<file path="config.mk">
export PLATFORM = sky130hd
export DESIGN_NAME = melody_player
export DESIGN_NICKNAME = d
export VERILOG_FILES = /design/src/rtl/melody_pkg.sv /design/src/rtl/melody_rom.sv /design/src/rtl/melody_player.sv
export SDC_FILE = /design/constraint.sdc
export NUM_CORES = 1
export LEC_CHECK = 0
export ABC_AREA = 1
export ABC_CLOCK_PERIOD_IN_PS = 4100
export CORE_MARGIN = 10
export CORE_UTILIZATION = 60
export CTS_CLUSTER_DIAMETER = 80
export DETAILED_ROUTE_END_ITERATION = 12
export PLACE_DENSITY = 0.9
export RECOVER_POWER = 25
export SETUP_SLACK_MARGIN = 0.3
export SKIP_LAST_GASP = 1
export SYNTH_ARGS = -nofsm -noshare
export SYNTH_HDL_FRONTEND = slang
export SYNTH_SLANG_ARGS = --single-unit
export TNS_END_PERCENT = 100
</file>
<file path="constraint.sdc">
create_clock -name clk -period 4.1 [get_ports clk]
set_input_delay 0.82 -clock clk [delete_from_list [all_inputs] [get_ports clk]]
set_output_delay 0.82 -clock clk [all_outputs]
set_load 0.005 [all_outputs]
</file>
<file path="src/rtl/melody_pkg.sv">
// melody_pkg: shared definitions for the melody player.
//   - FSM state encoding
//   - ROM entry layout {dur[1:0], rest, note[3:0]} and its field offsets
//   - song length and end-of-song marker
//   - note_onehot(): note number to active-high tone select
package melody_pkg;

   localparam int SONG_LEN = 32;
   localparam int IDX_W    = 5;

   localparam int NOTE_W   = 4;
   localparam int NOTE_LSB = 0;
   localparam int REST_BIT = 4;
   localparam int DUR_W    = 2;
   localparam int DUR_LSB  = 5;
   localparam int ENTRY_W  = 7;

   localparam logic [DUR_W-1:0] DUR_END = '0;

   typedef enum logic [2:0] {
      S_IDLE,
      S_FETCH,
      S_TONE,
      S_GAP,
      S_END
   } state_t;

   function automatic logic [15:0] note_onehot(input logic [NOTE_W-1:0] n);
      return 16'h0001 << n;
   endfunction

endpackage

</file>
<file path="src/rtl/melody_rom.sv">
// melody_rom: song storage, 32 entries of {dur, rest, note}.
//   clk  : read clock
//   addr : entry index
//   data : registered entry, valid one cycle after addr (no reset)
// Unlisted entries hold the end marker (dur = 0).
module melody_rom
   import melody_pkg::*;
(
   input  logic               clk,
   input  logic [IDX_W-1:0]   addr,
   output logic [ENTRY_W-1:0] data
);

   function automatic logic [ENTRY_W-1:0] entry(input logic [DUR_W-1:0]  dur,
                                                 input logic              rest,
                                                 input logic [NOTE_W-1:0] note);
      return {dur, rest, note};
   endfunction

   logic [ENTRY_W-1:0] word;

   always_comb begin
      word = entry(DUR_END, 1'b0, 4'd0);
      case (addr)
         5'd0:    word = entry(2'd1, 1'b0, 4'd3);
         5'd1:    word = entry(2'd2, 1'b0, 4'd5);
         5'd2:    word = entry(2'd1, 1'b1, 4'd0);
         default: ;
      endcase
   end

   always_ff @(posedge clk) data <= word;

endmodule

</file>
<file path="src/rtl/melody_player.sv">
// melody_player: plays the song in melody_rom on a one-hot beeper bus.
//   clk, rst_n : clock, async active-low reset
//   play       : start / restart pulse (song restarts at entry 0)
//   stop       : abort pulse, wins over play
//   loop_en    : restart the song instead of finishing
//   key_n      : live keypad (active-low); any key pressed overrides the
//                output and freezes playback
//   note_sel   : active-high tone select
//   busy       : FSM not idle
//   song_idx   : current ROM index
//   done       : one-cycle pulse when a non-looping song finishes
module melody_player
   import melody_pkg::*;
#(
   parameter int BEAT_CYC = 3_000_000,
   parameter int GAP_CYC  = 240_000
) (
   input  logic        clk,
   input  logic        rst_n,
   input  logic        play,
   input  logic        stop,
   input  logic        loop_en,
   input  logic [15:0] key_n,
   output logic [15:0] note_sel,
   output logic        busy,
   output logic [4:0]  song_idx,
   output logic        done
);

   // Counter must hold the longest tone, 3 beats.
   localparam int               CNT_W  = $clog2(3 * BEAT_CYC + 1);
   localparam logic [CNT_W-1:0] BEAT_C = CNT_W'(BEAT_CYC);
   localparam logic [CNT_W-1:0] GAP_C  = CNT_W'(GAP_CYC);

   state_t             state;
   logic [IDX_W-1:0]   idx, idx_nxt;
   logic [CNT_W-1:0]   cnt, tone_len;
   logic [ENTRY_W-1:0] rom_q;
   logic [15:0]        note_reg;
   logic               key_act;
   logic [DUR_W-1:0]   f_dur;
   logic               f_rest;
   logic [NOTE_W-1:0]  f_note;

   assign key_act  = (key_n != 16'hFFFF);
   assign f_dur    = rom_q[DUR_LSB +: DUR_W];
   assign f_rest   = rom_q[REST_BIT];
   assign f_note   = rom_q[NOTE_LSB +: NOTE_W];
   assign tone_len = CNT_W'(f_dur) * BEAT_C - GAP_C;

   // Keys bypass the register; reset silences even a held key.
   assign note_sel = (key_act && rst_n) ? ~key_n : note_reg;
   assign song_idx = idx;

   // Next index is computed ahead so the ROM word is already registered
   // by the time the FSM sits in FETCH.
   always_comb begin
      idx_nxt = idx;
      if (stop || play) begin
         idx_nxt = '0;
      end else if (!key_act) begin
         if (state == S_GAP && cnt == '0 && idx != IDX_W'(SONG_LEN - 1))
            idx_nxt = idx + 1'b1;
         if (state == S_END && loop_en)
            idx_nxt = '0;
      end
   end

   melody_rom u_rom (
      .clk  (clk),
      .addr (idx_nxt),
      .data (rom_q)
   );

   always_ff @(posedge clk or negedge rst_n) begin
      if (!rst_n) begin
         state    <= S_IDLE;
         idx      <= '0;
         cnt      <= '0;
         note_reg <= '0;
         busy     <= 1'b0;
         done     <= 1'b0;
      end else begin
         done <= 1'b0;
         idx  <= idx_nxt;
         if (stop) begin
            state    <= S_IDLE;
            cnt      <= '0;
            note_reg <= '0;
            busy     <= 1'b0;
         end else if (play) begin
            state    <= S_FETCH;
            cnt      <= '0;
            note_reg <= '0;
            busy     <= 1'b1;
         end else if (!key_act) begin
            // A held key freezes everything below.
            case (state)
               S_FETCH: begin
                  if (f_dur == DUR_END) begin
                     state <= S_END;
                  end else begin
                     state    <= S_TONE;
                     cnt      <= tone_len - 1'b1;
                     note_reg <= f_rest ? 16'h0000 : note_onehot(f_note);
                  end
               end
               S_TONE: begin
                  if (cnt == '0) begin
                     state    <= S_GAP;
                     cnt      <= GAP_C - 1'b1;
                     note_reg <= '0;
                  end else begin
                     cnt <= cnt - 1'b1;
                  end
               end
               S_GAP: begin
                  if (cnt == '0)
                     state <= (idx == IDX_W'(SONG_LEN - 1)) ? S_END : S_FETCH;
                  else
                     cnt <= cnt - 1'b1;
               end
               S_END: begin
                  if (loop_en) begin
                     state <= S_FETCH;
                  end else begin
                     state <= S_IDLE;
                     busy  <= 1'b0;
                     done  <= 1'b1;
                  end
               end
               default: ;
            endcase
         end
      end
   end

endmodule
</file>
Word-level counts from Yosys, hierarchy flattened. Index checks and enable logic that the tools add are counted.

Input port bits: 21. Register bits after elaboration: 57. Word-level logic and storage cells: 84. Output and inout port bits: 23.

Shift operators: 1. Add/subtract/negate cells: 4. Reduce and logical (&&, ||, !) cells: 16. Equal/unequal tests: 15. Multiplexer cells: 39. Bitwise logic cells: 1. Multipliers: 1.

Operators with widths (number): two-way mux 24 bit (6); two-way mux 16 bit (7); one-hot mux 24 bit (3 select lines) (1); subtractor 24 x 1 -> 24 bit, second input constant (2); one-hot mux 16 bit (2 select lines) (1); logical NOT 24 bit (1); subtractor 24 x 18 -> 24 bit, second input constant (1); two-way mux 3 bit (7); one-hot mux 7 bit (3 select lines) (1); two-way mux 5 bit (4); multiplier 2 x 16 -> 18 bit, second input constant (1); != test 16 bit, second input constant (1); inverter 16 bit (1); left shift 1 x 4 -> 16 bit, first input constant (1); != test 4 bit, second input constant (3); one-hot mux 3 bit (4 select lines) (1); AND reduction 4 bit (3); two-way mux 1 bit (11); == test 3 x 2 -> 1 bit, second input constant (2); != test 3 bit, second input constant (2); nonzero test 6 bit (1); adder 5 x 1 -> 5 bit, second input constant (1); == test 5 x 1 -> 1 bit, second input constant (1); == test 5 x 2 -> 1 bit, second input constant (1); other kinds (13) (16).

Logic depth before layout (Yosys ltp).
Word-level depth: 9. Gate-level depth with buffers: 14. Depth with buffers taken out: 14.

Hierarchy. A second synthesis with hierarchy kept.

Cells, all modules: 557. Area total of the unflattened synthesis: 3862.5 um2.

By module, submodules not included: melody_player (seq. area each 1251.2 um2, times used 1, area an instance 3686.0 um2, cells an instance 535); melody_rom (seq. area each 100.1 um2, times used 1, area an instance 176.4 um2, cells an instance 22).

Worst setup path before layout. No wires, ideal clock.

Path kind: input-to-output. From: input key_n[1]. To: output note_sel[6]. Data required time: 3.280 ns. Setup slack: 1.495 ns. Cell stages on the path: 6. Buffers on the path: 1. Arrival: 1.785 ns. Cells stage by stage: nand2_1 -> nor2_1 -> nand2_1 -> o21ai_1 -> clkbuf_1 -> o21ai_0.

Word-level cells in the longest chain between the ends: 3.

RTL lines: start, declared (line melody_player.sv:23) `input logic [15:0] key_n,`; != test 16 bit (line melody_player.sv:45) `assign key_act = (key_n != 16'hFFFF);`; logical AND 1 bit (line melody_player.sv:52) `assign note_sel = (key_act && rst_n) ? ~key_n : note_reg;`; two-way mux 16 bit (line melody_player.sv:52); end, declared (line melody_player.sv:24) `output logic [15:0] note_sel,`.

Every way passes these cells.

Worst setup path after layout.
From: input key_n[9]. To: output note_sel[1].

Same word-level chain as after synthesis.

==> impl_metrics.csv <==
group,metric,value,unit
sta,rsz0062_at_grt,"false",
die,ioPinCount,44,
run_status,violations,"max-capacitance violations, max-slew violations",
sta,final-hold-violation-count,0,
worst_setup_path,path_class,"input port to output port",
grt,track_usage,0.201,
flow_run,maxCapViolations,1,
synth,ys_ff_latch,47,
grt,grt_pass1_wl,14600,um
sta,worst-slew-pin-transition,2340,ps
clock_network,clock_path_buffers,2,
synth,yosys.cell_types.count,34,
synth,ys_top_cells_by_count,"134 x nand2_1, 56 x nor2_1, 45 x inv_1",
hold_path,hp-class,"flip-flop to flip-flop",
sta,worst_slack,543,ps
clock_network,clock_latency,310,ps
placed_design,hpwl,6590,um
grt,grt_pass1_vias,3069,
power,leakagePower,0.00188,uW
worst_setup_path,r2r-start,"cnt[0]",
synth,postSynth.topFlopCell,"dfrtp_1",
clock_network,cts_root_buf,"clkbuf_8",
sta,relSlewSlack,-0.561,
synth,yosysWarnings,0,
worst_setup_path,cp_data_arrival_time,2740,ps
sta,finClkSkew,5.64,ps
synth,syn_area_per_cell,7.03,um2
cells_and_area,post-route-cell-area,3940,um2
sta,setup_tns,0,ps
die,chipWidth,94.7,um
cells_and_area,largest_register_ffs,24,
cells_and_area,insertedDiodeCount,0,
drt,vias,3247,
clock_network,cts_resized,0,
worst_setup_path,cp-start-kind,"input port",
cells_and_area,drive_above_1_share,0.113,
hold_path,min_from,"note_reg[0]",
drt,ant_nets,0,
run_status,status,"finished with violations",
die,coreArea,5470,um2
sta,final-setup-viol-count,0,
power,finalPower,1350,uW
clock_network,cts_setup_buffers,0,
drt,dr.first_iter.drc_count,322,
sta,maxSlewViolCount,43,
synth,synth_top_area_frac,0.314,
worst_setup_path,startpoint,"key_n[9]",
synth,mappedNetlistArea,3340,um2
worst_setup_path,cp-end-kind,"output port",
clock_network,clk_pin_slew,90,ps
worst_setup_path,required,3280,ps
synth,ys_seq_area_frac,0.344,
sta,finalCritPeriodShare,0.868,
cells_and_area,synthToLayoutAreaGrowth,17.7,%
die,fp-row-count,27,
worst_setup_path,crit_fanout,24,
synth,yosys.area.top_type,"dfrtp_1",
power,p_per_area,343,nW/um2
sta,fmax,0.281,GHz
drt,avgViaCountPerCell,5.48,
clock_network,cts_buffers,5,
die,start_util,0.611,
synth,synthMostInstantiatedCell,"nand2_1",
synth,async_flop_share,0.894,
clock_network,hold_buffers,0,
drt,first_pass_iters,5,
synth,synth_area_leaders,"dfrtp_1 31%, nand2_1 15%, nor2_1 6.3%, nand3_1 6.1%, o21ai_0 5.1%",
placed_design,placed_area,3830,um2
grt,grt-ovfl-total,0,
drt,routed_wl,8680,um
grt,antenna_found_initial,0,
die,fp.dieH,94.7,um
grt,grt_max_degree,43,
synth,syn_inst,476,
clock_network,cts.sinks,47,
cells_and_area,final_nets,553,
die,dieArea,8960,um2
clock_network,cts_tree,"built",
sta,finalCriticalPeriod,3560,ps
drt,avgRoutedWirePerCell,14.6,um
synth,syn_nets,509,
power,ir_drop,0.279,mV
clock_network,h-tree-depth,2,
drt,drc,0,
placed_design,gp_congestion,0.926,
placed_design,portBuffers,43,
placed_design,post-place-ws,548,ps
synth,synth_edf_count,0,
cells in the final DEF (no fill, tap or decap), types with 8 or more instances in the layout:
master and n:
clkdlybuf4s50_1 42, nand2_1 134, o21ai_0 34, nand3_2 8, nor2_4 9, nor2_2 10
inv_1 45, xor2_1 9, nor2_1 56, ha_1 12, dfrtp_1 42, nand3_1 41
xnor2_1 9, inv_2 9, nor3_1 8
cells by family after synthesis:
family,after synthesis,share of synthesized area
simple gates,284,0.400
buf+inv,62,0.0748
compound gates,53,0.0887
flops,47,0.344
xor+xnor,18,0.0471
fa+ha+maj,12,0.0449
power breakdown:
| part | switching (uW) | internal, uW |
|---|---|---|
| Combinational | 294 | 169 |
| Sequential | 44.7 | 494 |
| Clock | 167 | 182 |
cell type report:
cell class | count | area, um2
clock buffer | 5 | 68.8
tap | 72 | 90.1
sequential | 47 | 1150
inverter | 54 | 203
timing repair buffer | 45 | 437
multi-input combinational | 367 | 1940
fill | 477 | 1540
clock inverter | 3 | 43.8
layer usage:
layer	global-route usage	part of all wire	wire length [um]
met1	0.265	0.45	3870
met2	0.327	0.47	4070
met3	0.0397	0.070	607
met4	0.0561	0.015	127
met5	0	0	0
through the flow:
step	std cells	hold slack, ps	utilization
2_1_floorplan	476	453	-
3_3_place_gp	585	468	0.699
3_5_place_dp	585	487	0.699
4_1_cts	593	509	0.720
5_1_grt	593	531	0.719
6_report	593	504	0.719
worst paths after layout:
kind / end / slack (ps) / cells past startpoint
hold / removal: note_reg[0] / 500 / 2
setup / recovery: note_sel[1] / 540 / 9
setup reg to reg: cnt[23] / 1730 / 11
hold reg to reg: note_reg[0] / 500 / 2
min in group asynchronous: done / 1310 / 2
max in group asynchronous: cnt[9] / 1450 / 2
worst max-delay path: stages:
cell and delay, ps:
clkdlybuf4s50_1 510, nand2_1 70, nor2_1 110, nand2_1 130, o21ai_1 140, buf_4 240, nand2_1 90, o21ai_0 80
clkdlybuf4s50_1 540
Power figures use the tool's default switching activity.
